`config.mk`:
```
export PLATFORM = sky130hd
export DESIGN_NAME = buzz_arbiter_flat
export DESIGN_NICKNAME = d
export VERILOG_FILES = /design/src/rtl/quiz_pkg.sv /design/src/rtl/buzz_arbiter_if.sv /design/src/rtl/sec_tick.sv /design/src/rtl/buzz_arbiter.sv /design/src/flat_wrapper.sv
export SDC_FILE = /design/constraint.sdc
export NUM_CORES = 1
export LEC_CHECK = 0
export ABC_AREA = 1
export BUFFER_PORTS_ARGS = -buffer_cell sky130_fd_sc_hd__buf_2
export CAP_MARGIN = 20
export CORE_UTILIZATION = 30
export DETAILED_ROUTE_END_ITERATION = 10
export PLACE_DENSITY = 0.49
export SYNTH_ARGS = -nofsm -noshare
export SYNTH_HDL_FRONTEND = slang
export SYNTH_SLANG_ARGS = --single-unit
export TNS_END_PERCENT = 100
```
`constraint.sdc`:
```
create_clock -name CLK -period 2.17 [get_ports CLK]
set_input_delay 0.217 -clock CLK [delete_from_list [all_inputs] [get_ports CLK]]
set_output_delay 0.217 -clock CLK [all_outputs]
set_load 0.03 [all_outputs]
```
`src/rtl/quiz_pkg.sv`:
```
// Shared definitions for the factorization-quiz control blocks:
// arbiter state encoding, player indices and one-hot grant codes.
package quiz_pkg;

  typedef enum logic [1:0] {
    ST_IDLE   = 2'd0,
    ST_OPEN   = 2'd1,
    ST_ANSWER = 2'd2,
    ST_SETTLE = 2'd3
  } state_t;

  localparam logic P0 = 1'b0;
  localparam logic P1 = 1'b1;

  localparam logic [1:0] GRANT_NONE = 2'b00;
  localparam logic [1:0] GRANT_P0   = 2'b01;
  localparam logic [1:0] GRANT_P1   = 2'b10;

  function automatic logic [1:0] player_onehot(input logic player);
    return (player == P1) ? GRANT_P1 : GRANT_P0;
  endfunction

endpackage

```
`src/rtl/buzz_arbiter_if.sv`:
```
// Handshake bundle between the game controller / buttons and the buzz arbiter.
interface buzz_arbiter_if;

  logic       ENABLE;
  logic [1:0] REQ;
  logic       DONE;
  logic       RESULT;
  logic [1:0] GRANT;
  logic       BUSY;
  logic       TIMEOUT;
  logic [1:0] WINNER;
  logic [1:0] LOCKED;
  logic [3:0] SEC_LEFT;

  modport master (
    output ENABLE, REQ, DONE, RESULT,
    input  GRANT, BUSY, TIMEOUT, WINNER, LOCKED, SEC_LEFT
  );

  modport slave (
    input  ENABLE, REQ, DONE, RESULT,
    output GRANT, BUSY, TIMEOUT, WINNER, LOCKED, SEC_LEFT
  );

endinterface

```
`src/rtl/sec_tick.sv`:
```
// One-second prescaler: TICK is high for one cycle every CLK_HZ cycles.
// RESTART zeroes the count so the next tick lands exactly CLK_HZ cycles later.
module sec_tick #(
  parameter int unsigned CLK_HZ = 50_000_000
) (
  input  logic CLK,
  input  logic RST_N,
  input  logic RESTART,
  output logic TICK
);

  localparam int unsigned     CNT_W = (CLK_HZ > 1) ? $clog2(CLK_HZ) : 1;
  localparam logic [CNT_W-1:0] LAST = CNT_W'(CLK_HZ - 1);

  logic [CNT_W-1:0] cnt;

  always_ff @(posedge CLK or negedge RST_N) begin
    if (!RST_N) begin
      cnt <= '0;
    end else if (RESTART || cnt == LAST) begin
      cnt <= '0;
    end else begin
      cnt <= cnt + CNT_W'(1);
    end
  end

  assign TICK = (cnt == LAST);

endmodule

```
`src/rtl/buzz_arbiter.sv`:
```
// Two-player buzzer arbiter: first press wins input rights, answer window is
// timed, wrong/expired answers lock the player out for a penalty period.
module buzz_arbiter
  import quiz_pkg::*;
#(
  parameter int unsigned CLK_HZ      = 50_000_000,
  parameter int unsigned ANSWER_SEC  = 10,
  parameter int unsigned PENALTY_SEC = 3
) (
  input  logic           CLK,
  input  logic           RST_N,
  buzz_arbiter_if.slave  bus
);

  localparam logic [3:0] ANS_LOAD = 4'(ANSWER_SEC);
  // One extra count because the penalty runs on the free-running tick,
  // so the first decrement may arrive almost immediately.
  localparam logic [4:0] PEN_LOAD = 5'(PENALTY_SEC + 1);

  state_t     state;
  logic [1:0] req_q;
  logic [1:0] grant_q;
  logic [1:0] winner_q;
  logic       busy_q;
  logic       timeout_q;
  logic [3:0] sec_q;
  logic [4:0] pen_cnt [2];
  logic       ptr;

  logic       free_tick;
  logic       ans_tick;
  logic [1:0] locked;
  logic [1:0] press;
  logic       grant_fire;
  logic       grant_player;

  assign locked[P0] = (pen_cnt[P0] != '0);
  assign locked[P1] = (pen_cnt[P1] != '0);

  assign press      = bus.REQ & ~req_q & ~locked;
  assign grant_fire = (state == ST_OPEN) && bus.ENABLE && (press != GRANT_NONE);

  always_comb begin
    grant_player = ptr;
    if (press == GRANT_P0) begin
      grant_player = P0;
    end else if (press == GRANT_P1) begin
      grant_player = P1;
    end
  end

  sec_tick #(.CLK_HZ(CLK_HZ)) u_free_tick (
    .CLK     (CLK),
    .RST_N   (RST_N),
    .RESTART (1'b0),
    .TICK    (free_tick)
  );

  sec_tick #(.CLK_HZ(CLK_HZ)) u_answer_tick (
    .CLK     (CLK),
    .RST_N   (RST_N),
    .RESTART (grant_fire),
    .TICK    (ans_tick)
  );

  always_ff @(posedge CLK or negedge RST_N) begin
    if (!RST_N) begin
      state       <= ST_IDLE;
      req_q       <= '0;
      grant_q     <= GRANT_NONE;
      winner_q    <= '0;
      busy_q      <= 1'b0;
      timeout_q   <= 1'b0;
      sec_q       <= '0;
      pen_cnt[P0] <= '0;
      pen_cnt[P1] <= '0;
      ptr         <= P0;
    end else begin
      req_q     <= bus.REQ;
      timeout_q <= 1'b0;
      winner_q  <= '0;

      if (free_tick && pen_cnt[P0] != '0) pen_cnt[P0] <= pen_cnt[P0] - 5'd1;
      if (free_tick && pen_cnt[P1] != '0) pen_cnt[P1] <= pen_cnt[P1] - 5'd1;

      case (state)
        ST_IDLE: begin
          pen_cnt[P0] <= '0;
          pen_cnt[P1] <= '0;
          if (bus.ENABLE) state <= ST_OPEN;
        end

        ST_OPEN: begin
          if (!bus.ENABLE) begin
            state <= ST_IDLE;
          end else if (grant_fire) begin
            grant_q <= player_onehot(grant_player);
            busy_q  <= 1'b1;
            sec_q   <= ANS_LOAD;
            ptr     <= ~grant_player;
            state   <= ST_ANSWER;
          end
        end

        ST_ANSWER: begin
          // ENABLE loss outranks DONE, which outranks the expiry tick.
          if (!bus.ENABLE) begin
            grant_q <= GRANT_NONE;
            busy_q  <= 1'b0;
            sec_q   <= '0;
            state   <= ST_IDLE;
          end else if (bus.DONE) begin
            grant_q <= GRANT_NONE;
            busy_q  <= 1'b0;
            sec_q   <= '0;
            if (bus.RESULT) begin
              winner_q <= grant_q;
              state    <= ST_SETTLE;
            end else begin
              pen_cnt[grant_q[1]] <= PEN_LOAD;
              state               <= ST_OPEN;
            end
          end else if (ans_tick) begin
            if (sec_q == 4'd1) begin
              grant_q             <= GRANT_NONE;
              busy_q              <= 1'b0;
              sec_q               <= '0;
              timeout_q           <= 1'b1;
              pen_cnt[grant_q[1]] <= PEN_LOAD;
              state               <= ST_OPEN;
            end else begin
              sec_q <= sec_q - 4'd1;
            end
          end
        end

        ST_SETTLE: begin
          if (!bus.ENABLE) state <= ST_IDLE;
        end

        default: state <= ST_IDLE;
      endcase
    end
  end

  assign bus.GRANT    = grant_q;
  assign bus.BUSY     = busy_q;
  assign bus.TIMEOUT  = timeout_q;
  assign bus.WINNER   = winner_q;
  assign bus.LOCKED   = locked;
  assign bus.SEC_LEFT = sec_q;

endmodule

```
`src/flat_wrapper.sv`:
```
// flat-port wrapper written by rule: the top's interface ports become plain ports
module buzz_arbiter_flat import quiz_pkg::*;
#(
  parameter int unsigned CLK_HZ      = 50_000_000,
  parameter int unsigned ANSWER_SEC  = 10,
  parameter int unsigned PENALTY_SEC = 3
)
  (CLK, RST_N, bus_ENABLE, bus_REQ, bus_DONE, bus_RESULT, bus_GRANT, bus_BUSY, bus_TIMEOUT, bus_WINNER, bus_LOCKED, bus_SEC_LEFT);
  buzz_arbiter_if bus_i ();
  input  logic CLK;
  input  logic RST_N;
  input wire logic [$bits(bus_i.ENABLE)-1:0] bus_ENABLE;
  input wire logic [$bits(bus_i.REQ)-1:0] bus_REQ;
  input wire logic [$bits(bus_i.DONE)-1:0] bus_DONE;
  input wire logic [$bits(bus_i.RESULT)-1:0] bus_RESULT;
  output wire logic [$bits(bus_i.GRANT)-1:0] bus_GRANT;
  output wire logic [$bits(bus_i.BUSY)-1:0] bus_BUSY;
  output wire logic [$bits(bus_i.TIMEOUT)-1:0] bus_TIMEOUT;
  output wire logic [$bits(bus_i.WINNER)-1:0] bus_WINNER;
  output wire logic [$bits(bus_i.LOCKED)-1:0] bus_LOCKED;
  output wire logic [$bits(bus_i.SEC_LEFT)-1:0] bus_SEC_LEFT;
  assign bus_i.ENABLE = bus_ENABLE;
  assign bus_i.REQ = bus_REQ;
  assign bus_i.DONE = bus_DONE;
  assign bus_i.RESULT = bus_RESULT;
  assign bus_GRANT = bus_i.GRANT;
  assign bus_BUSY = bus_i.BUSY;
  assign bus_TIMEOUT = bus_i.TIMEOUT;
  assign bus_WINNER = bus_i.WINNER;
  assign bus_LOCKED = bus_i.LOCKED;
  assign bus_SEC_LEFT = bus_i.SEC_LEFT;
  buzz_arbiter #(.CLK_HZ(CLK_HZ), .ANSWER_SEC(ANSWER_SEC), .PENALTY_SEC(PENALTY_SEC)) u_core (.CLK(CLK), .RST_N(RST_N), .bus(bus_i));
endmodule
```
Word level (Yosys, flattened, before mapping)
Cells that the tools add are included.
Storage, ports and cells
  input bits: 7
  logic and storage cells: 113
  register bits after elaboration: 77
  output and inout bits: 12
Operators by class
  eq/ne operators: 15
  mux-type cells: 55
  add/subtract/negate cells: 5
  reduce and logical (&&, ||, !) cells: 15
  bitwise gates (word level): 9
  magnitude comparators: 2
Operator list (count)
  26-bit by 1-bit adder with 26-bit output (second input constant): 2
  26-bit equality test (second input constant): 2
  26-bit two-way mux: 2
  10-bit two-way mux: 5
  2-bit two-way mux: 20
  4-bit two-way mux: 6
  10-bit case mux with 2 select lines: 1
  5-bit two-way mux: 3
  1-bit two-way mux: 13
  5-bit AND reduction: 2
  5-bit nonzero test: 2
  5-bit by 1-bit subtractor with 5-bit output (second input constant): 2
  8-bit bitwise AND: 1
  2-bit inequality test (second input constant): 4
  4-bit by 3-bit inequality test with 1-bit output (second input constant): 2
  8-bit inverter: 1
  2-bit case mux with 4 select lines: 1
  4-bit case mux with 2 select lines: 1
  2-bit equality test (second input constant): 3
  5-bit demux with 1-bit select: 1
  1-bit logical AND: 5
  2-bit bitwise AND: 2
  2-bit by 1-bit equality test with 1-bit output (second input constant): 2
  4-bit by 1-bit equality test with 1-bit output (second input constant): 1
  15 further kinds: 17

Longest topological paths before layout
Gate-level depths: netlist (run 1).
  depth in word-level cells: 12
  mapped depth: 11
  mapped depth without buffers: 11

Cells and area by module
A second synthesis (run 1) with hierarchy kept.
Second synthesis, totals
  cells, all modules: 630
  area total of the unflattened synthesis: 4525.6 um^2
Modules (own cells, without submodules)
  sec_tick (u_core.u_answer_tick): instances 1, seq. area each 650.6 um^2, cells each 228, area each 1589.0 um^2
  sec_tick (u_core.u_free_tick): instances 1, seq. area each 650.6 um^2, cells each 228, area each 1579.0 um^2
  buzz_arbiter: instances 1, seq. area each 625.6 um^2, cells each 174, area each 1357.6 um^2

Worst setup path after synthesis (run 1)
OpenSTA, ideal clock, no wires.
  path kind: register -> register
  start: reg u_core.pen_cnt[5] (netlist bit)
  end: reg u_core.sec_q[3], in the netlist u_core.bus.SEC_LEFT[3]
  required time: 2.048 ns
  period minus slack after synthesis: 1.518 ns
  library setup time: 0.122 ns
  arrival: 1.396 ns
  path buffers: 0
  path slack: 0.652 ns
  stages on the path, launching flop included: 12
  path through: dfrtp_1 -> inv_1 -> ha_1 -> nand3_1 -> nor2_1 -> nand2_1 -> nand2_1 -> nand2_2 -> nand2_1 -> nand3_4 -> nand2_1 -> o21ai_1
On the way
  longest elaborated chain between the ends: 7
RTL lines
  start: declaration: RTL line buzz_arbiter.sv:27  | logic [4:0] pen_cnt [2];
  start signal: indexed assignment: RTL line buzz_arbiter.sv:75  | pen_cnt[P0] <= '0;
  start signal: indexed assignment: RTL line buzz_arbiter.sv:76  | pen_cnt[P1] <= '0;
  start signal: indexed assignment: RTL line buzz_arbiter.sv:88  | pen_cnt[P0] <= '0;
  5-bit nonzero test: RTL line buzz_arbiter.sv:37  | assign locked[P0] = (pen_cnt[P0] != '0);
  2-bit inverter: RTL line buzz_arbiter.sv:40  | assign press = bus.REQ & ~req_q & ~locked;
  2-bit bitwise AND: RTL line buzz_arbiter.sv:40
  2-bit nonzero test: RTL line buzz_arbiter.sv:41  | assign grant_fire = (state == ST_OPEN) && bus.ENABLE && (press != GRANT_NONE);
  1-bit logical AND: RTL line buzz_arbiter.sv:41
  2-bit inequality test (no source line)
  4-bit AND reduction (no source line)
  end signal: assignment: RTL line buzz_arbiter.sv:132  | sec_q <= sec_q - 4'd1;
  end: declaration: RTL line buzz_arbiter.sv:26  | logic [3:0] sec_q;
No other way between the ends.
A chain may end at the register's enable or synchronous reset.

Final worst setup path (run 1)
  start: reg u_core.pen_cnt[5] (netlist bit)
  end: reg u_core.u_answer_tick.cnt[10]
On the way
  longest elaborated chain between the ends: 7
RTL lines
  5-bit nonzero test: RTL line buzz_arbiter.sv:37
  2-bit inverter: RTL line buzz_arbiter.sv:40
  2-bit bitwise AND: RTL line buzz_arbiter.sv:40
  2-bit nonzero test: RTL line buzz_arbiter.sv:41
  1-bit logical AND: RTL line buzz_arbiter.sv:41
  1-bit logical OR: RTL line sec_tick.sv:20  | end else if (RESTART || cnt == LAST) begin
  26-bit two-way mux: RTL line sec_tick.sv:20
  end signal: assignment: RTL line sec_tick.sv:23  | cnt <= cnt + CNT_W'(1);
  end: declaration: RTL line sec_tick.sv:15  | logic [CNT_W-1:0] cnt;
No other way between the ends.

==> impl_metrics.yaml, run 1 <==
status:
  run_status: "finished, final reports clean"
timing:
  achievable-frequency_mhz: 510
  fin_worst_hold_slack_ps: 208
  finalClockSkew_ps: 8.72
  max_slew.worst_pin.slew_ps: 579
  grt_setup_unrepaired: "no"
  period_minus_slack_ps: 1960
  setup-violations-final: 0
  fin_setup_tns_ps: 0
  timing_hold_violations_final: 0
  max_slew_margin_pct: 61.4
  timing.final.crit_share_pct: 90.4
  finalMaxSlewViolations: 0
layout:
  layout.core_utilization_pct: 35.5
  post_route_cells_drive_above_1_share_pct: 15.4
  layout.nets: 649
  area_growth_syn_to_layout_pct: 13.6
  n_antenna_cell: 0
  final_cell_count_no_fill: 822
clock_tree:
  cts_htree_levels: 3
  post_cts.repair.setup_buffers: 0
  tritoncts: "done"
  cts_root_buffer: "clkbuf_16"
  clockBufferDepth: 2
  total_clock_buffers_created_by_cts: 9
  tritoncts_num_sinks: 77
  clk_pin_slew_ps: 60
  clk_latency_ps: 340
  ctsResizeCount: 0
critical_path:
  cp-end-kind: "register"
  worstPathCellList: "inv_1 > ha_1 > nand3_1 > nor2_1 > nand2_1 > nand2_1 > nand2_2 > nand2_2 > buf_4 > nor2_1"
  cp-startpoint: "u_core.pen_cnt[5]$_DFF_PN0_"
  cp_max_fo: 19
  regToRegStartpoint: "u_core.pen_cnt[5]$_DFF_PN0_"
  critical_path_required_ps: 2400
  cp-start-kind: "register"
  timing.critical_path.buf_inv: 2
  crit_arrival_ps: 2190
  slowest_stage: "dfrtp_1"
  max_stage_delay_ps: 380
  path_class: "reg -> reg"
  critPathTopFamily: "simple AND/OR/NAND/NOR gates"
global_route:
  grt_max_degree: 43
  grt_first_pass_wirelength_um: 18900
  grt_antenna_before_repair: 0
  via_count_of_the_first_global_routing_pass: 3979
  grt_overflow_total: 0
  grtUsageTotal_pct: 15.0
routing:
  detailedRoute.firstIterationViolations: 276
  vias: 3813
  detail_route.vias_per_cell: 4.64
  routed_wire_length_per_instance_um: 12.9
  final_routed_wirelength_across_all_metal_layers_um: 10600
  detailedRoute.firstPassIterationCount: 4
  postRouteAntennaNets: 0
  drcViolationCount: 0
synthesis:
  yosys_most_used_dff: "dfrtp_1"
  number_of_enable_flip_flop_cells_after_synthesis: 0
  synth-seq-cells: 77
  seq_total_area_yosys_pct: 41.7
  syn-instance-count: 604
  post_synth_instance_area_sq_um: 4620
  syn_avg_cell_area_sq_um: 7.64
  syn_warnings: 0
  synth_async_sr_flop_share_pct: 100
  synth_nets: 617
  netlist-cell-type-count: 34
power_and_ir_drop:
  power_density_nw_per_um2: 784
  max-vdd-ir-drop_mv: 0.426
  power.static_leakage_nw: 2.44
  design_power_total_mw: 4.11
placed_design:
  port-buffer-count: 18
  post-dp-hpwl_um: 8180
  placedCellCount: 806
  gpl.final_weighted_congestion: 0.933
floorplan:
  die_h_um: 126
  core-area_sq_um: 14800
  die_width_um: 126
  initial_core_util_pct: 31.3
  ioPinCount: 19
  dieArea_sq_um: 15900
  num_rows: 44
run:
  max_cap_viol_count: 0
worst_hold_path:
  type_of_the_most_critical_hold_path: "in -> reg"
  holdCritStartpoint: "bus_ENABLE"
synth_stat cells (2+ instances only):
library cell | count | area [sq um]
a21oi_1 | 7 | 35.0
buf_4 | 2 | 15.0
buf_6 | 3 | 33.8
clkinv_1 | 2 | 7.51
dfrtp_1 | 77 | 1930
ha_1 | 6 | 75.1
inv_1 | 74 | 278
inv_2 | 10 | 37.5
nand2_1 | 121 | 454
nand2_2 | 15 | 93.8
nand2_4 | 2 | 22.5
nand3_1 | 41 | 205
nand3_2 | 6 | 60.1
nand3b_1 | 2 | 15.0
nand4_1 | 10 | 62.6
nor2_1 | 104 | 390
nor2_2 | 13 | 81.3
nor2_4 | 7 | 78.8
nor3_1 | 29 | 145
nor3_2 | 5 | 50.1
nor3b_1 | 3 | 22.5
o2111ai_1 | 2 | 17.5
o21ai_0 | 5 | 25.0
o21ai_1 | 9 | 45.0
o21bai_1 | 2 | 15.0
o22ai_1 | 2 | 12.5
xnor2_1 | 12 | 105
xor2_1 | 27 | 236
registers in the layout (all words and copies together) (netlist names):
signal	cells
u_core.bus.TIMEOUT	1
u_core.u_free_tick.cnt	26
u_core.bus.SEC_LEFT	4
u_core.bus.BUSY	1
u_core.bus.WINNER	2
u_core.u_answer_tick.cnt	26
u_core.state	2
u_core.bus.GRANT	2
u_core.req_q	2
u_core.ptr	1
u_core.pen_cnt	10
worst paths after layout:
check,to,slack (ps),cells past startpoint
worst max-delay path,u_core.u_answer_tick.cnt[10]$_DFF_PN0_,210,10
max in group asynchronous,u_core.u_answer_tick.cnt[15]$_DFF_PN0_,1170,3
worst min register to register,u_core.bus.BUSY$_DFFE_PN0P_,500,2
worst max register to register,u_core.u_answer_tick.cnt[10]$_DFF_PN0_,210,10
worst min-delay path,u_core.bus.SEC_LEFT[2]$_DFFE_PN0P_,210,3
min in group asynchronous,u_core.u_free_tick.cnt[25]$_DFF_PN0_,430,2
layout make-up:
| type | count | area (sq um) |
|---|---|---|
| Sequential cell | 77 | 1930 |
| Tap cell | 184 | 230 |
| Inverter | 86 | 323 |
| Multi-Input combinational cell | 436 | 2320 |
| Clock buffer | 12 | 267 |
| Fill cell | 1597 | 9510 |
| Clock inverter | 1 | 7.51 |
| Timing Repair Buffer | 26 | 173 |
power by group:
group          switching, mW  internal [mW]
combinational          0.648          0.307
clock                  0.551          0.848
sequential             0.168           1.59
placed cells by master (no fill, tap or decap), types with 2 or more instances in the layout:
cell / Yosys / final
nand3_2: 6 / 6
nand3_1: 41 / 41
nand2_4: 2 / 2
o21bai_1: 2 / 2
inv_1: 74 / 74
o21ai_1: 9 / 9
a21oi_1: 7 / 7
clkinv_1: 2 / 2
ha_1: 6 / 6
nand3b_1: 2 / 2
nand2_2: 15 / 15
o21ai_0: 5 / 5
nand4_1: 10 / 10
nor2_1: 104 / 104
dfrtp_1: 77 / 77
o22ai_1: 2 / 2
xor2_1: 27 / 27
xnor2_1: 12 / 12
buf_4: 2 / 5
nor3b_1: 3 / 3
nor2_4: 7 / 7
nor3_1: 29 / 29
dlygate4sd3_1: 0 / 3
o2111ai_1: 2 / 2
nor3_2: 5 / 5
buf_2: 0 / 17
clkbuf_16: 0 / 9
clkbuf_8: 0 / 3
inv_2: 10 / 10
nand2_1: 121 / 121
nor2_2: 13 / 13
metrics by stage:
step / worst slack, ps / area, sq um
6_report: 208 / 5240
5_1_grt: 0.403 / 5240
4_1_cts: 192 / 5240
3_5_place_dp: 206 / 4940
3_3_place_gp: 272 / 4940
2_1_floorplan: 652 / 4620
worst min-delay path, delay by kind of cell:
family,cells,cell delay [ps]
compound gates,1,70
buf+inv,1,130
simple gates,1,90
kinds of logic (layout without fill, tap and decap cells):
family / after synthesis / in the layout / synth area share, %
compound gates: 30 / 30 / 3.74
xor+xnor: 39 / 39 / 7.40
fa+ha+maj: 6 / 6 / 1.63
buf+inv: 91 / 125 / 8.05
flops: 77 / 77 / 41.7
simple gates: 361 / 361 / 37.4
metal layers:
layer  GRT usage (%)  routed length, um
met1            18.3               4940
met2            25.6               5170
met3            3.57                272
met4            5.67                229
met5               0                  0
timing repair:
| action | 4_1_cts | 5_1_grt |
|---|---|---|
| endpoints found under the setup margin | 0 | 0 |
| hold buffers | 3 | 0 |
| hold endpoints to repair | 43 | 0 |
Power figures use the tool's default switching activity.
==> run 2: changes to the inputs <==
==> constraint.sdc (replaced) <==
create_clock -name CLK -period 2.5 [get_ports CLK]
set_input_delay 0.25 -clock CLK [delete_from_list [all_inputs] [get_ports CLK]]
set_output_delay 0.25 -clock CLK [all_outputs]
set_load 0.03 [all_outputs]
==> impl_metrics.yaml, run 2 (same netlist as run 1, synthesis figures left out) <==
clock_tree:
  cts_root_buffer: "clkbuf_16"
  total_clock_buffers_created_by_cts: 9
  post_cts.repair.setup_buffers: 0
  tritoncts: "done"
  clockBufferDepth: 2
  cts_htree_levels: 3
  clk_latency_ps: 330
  clk_pin_slew_ps: 60
  tritoncts_num_sinks: 77
floorplan:
  num_rows: 44
  die_width_um: 126
  die_h_um: 126
  initial_core_util_pct: 31.3
  dieArea_sq_um: 15900
  ioPinCount: 19
  core-area_sq_um: 14800
timing:
  fin_worst_hold_slack_ps: 38.9
  finalClockSkew_ps: 9.26
  fin_setup_tns_ps: 0
  grt_setup_unrepaired: "no"
  max_slew_margin_pct: 66.3
  achievable-frequency_mhz: 487
  timing.final.crit_share_pct: 82.2
  timing_hold_violations_final: 0
  period_minus_slack_ps: 2050
  max_slew.worst_pin.slew_ps: 504
  finalMaxSlewViolations: 0
  setup-violations-final: 0
  worst_slack_ps: 445
critical_path:
  crit_arrival_ps: 2270
  worstPathCellList: "inv_1 > ha_1 > nand3_1 > nor2_1 > nand2_1 > nand2_1 > nand2_2 > nand2_2 > o21bai_1 > nor2_1"
  path_class: "reg -> reg"
  critPathTopFamily: "simple AND/OR/NAND/NOR gates"
  timing.critical_path.buf_inv: 1
  cp-start-kind: "register"
  max_stage_delay_ps: 400
  slowest_stage: "nand2_2"
  critical_path_required_ps: 2720
  cp-end-kind: "register"
  cp_max_fo: 25
placed_design:
  placedCellCount: 803
  placedInstanceArea_sq_um: 4920
  post-dp-hpwl_um: 8140
  port-buffer-count: 18
  placement.setup.worst_slack_ps: 474
  gpl.final_weighted_congestion: 0.924
power_and_ir_drop:
  switching_share_pct: 32.4
  design_power_total_mw: 3.71
  power_frac_comb_pct: 22.1
  power.static_leakage_nw: 2.43
  switching_power_mw: 1.20
  share_seq_of_total_power_pct: 41.1
  max-vdd-ir-drop_mv: 0.428
  power.clock.fraction_pct: 36.8
  internal_power_mw: 2.51
  power_density_nw_per_um2: 709
layout:
  biggestRegsByFlops: "u_core.u_answer_tick.cnt (26), u_core.u_free_tick.cnt (26), u_core.pen_cnt (10)"
  final_standard_cell_area_without_fillers_sq_um: 5240
  layout.nets: 644
  most_frequent_cells_in_the_layout: "nand2_1 (121), nor2_1 (104), dfrtp_1 (77)"
  n_antenna_cell: 0
  final_cell_count_no_fill: 820
  layout.core_utilization_pct: 35.5
  fillers: 1569
  mostFrequentLayoutCell: "nand2_1"
  post_route_cells_drive_above_1_share_pct: 15.1
  area_growth_syn_to_layout_pct: 13.4
routing:
  postRouteAntennaNets: 0
  drcViolationCount: 0
  vias: 3772
  detailedRoute.firstIterationViolations: 186
  detailedRoute.firstPassIterationCount: 4
  routed_wire_length_per_instance_um: 12.9
  detail_route.vias_per_cell: 4.60
  final_routed_wirelength_across_all_metal_layers_um: 10600
run:
  max_cap_viol_count: 0
global_route:
  grt_antenna_before_repair: 0
  grt_overflow_total: 0
  grt_max_degree: 51
  grtUsageTotal_pct: 14.4
  grt_first_pass_wirelength_um: 18100
  via_count_of_the_first_global_routing_pass: 3725
status:
  run_status: "finished, final reports clean"
worst_hold_path:
  type_of_the_most_critical_hold_path: "in -> reg"
[run 2: cell types whose count changed in the layout (fill, tap and decap cells not counted), sizes merged]
cell | before | now
clkinv | 2 | 5
clkinvlp | 1 | 0
buf | 23 | 20
dlygate4sd3 | 3 | 1
bufinv | 0 | 2
clkbuf | 12 | 11
[run 2: cell type report]
class | count | area [sq um] | area share, %
clock buffer | 11 | 233 | 4.45
inverter | 86 | 323 | 6.17
sequential | 77 | 1930 | 36.8
timing repair buffer | 21 | 130 | 2.49
tap | 184 | 230 | 4.40
clock inverter | 5 | 75.1 | 1.43
multi-input combinational | 436 | 2320 | 44.3
[run 2: path summary, 6_finish.rpt]
kind	start	to	slack, ps	cells after the start
max	u_core.pen_cnt[5]$_DFF_PN0_	u_core.u_answer_tick.cnt[20]$_DFF_PN0_	450	10
min	bus_REQ[0]	u_core.req_q[0]$_DFF_PN0_	40	1
max reg2reg	u_core.pen_cnt[5]$_DFF_PN0_	u_core.u_answer_tick.cnt[20]$_DFF_PN0_	450	10
min reg2reg	u_core.bus.BUSY$_DFFE_PN0P_	u_core.bus.BUSY$_DFFE_PN0P_	490	2
max in group asynchronous	RST_N	u_core.u_answer_tick.cnt[14]$_DFF_PN0_	1530	3
min in group asynchronous	RST_N	u_core.u_free_tick.cnt[10]$_DFF_PN0_	380	2
[run 2: power groups by stage]
| stage | Sequential [mW] | Combinational, mW | Clock [mW] |
|---|---|---|---|
| floorplan | 1.60 | 0.540 | 0 |
| global placement | 1.54 | 0.828 | 0 |
| detailed placement | 1.54 | 0.829 | 0 |
| CTS | 1.52 | 0.832 | 1.42 |
| global route | 1.55 | 0.935 | 1.46 |
| finish | 1.52 | 0.821 | 1.37 |
[run 2: routing by layer]
| metal | part of all wire, % | GRT usage [%] |
|---|---|---|
| met1 | 47 | 17.9 |
| met3 | 2.2 | 3.31 |
| met5 | 0 | 0 |
| met2 | 50 | 24.2 |
| met4 | 1.6 | 5.88 |
[run 2: repair_timing]
| action | 4_1_cts | 5_1_grt |
|---|---|---|
| resized for setup | 0 | 0 |
| hold endpoints to repair | 27 | 0 |
| hold buffers | 1 | 0 |
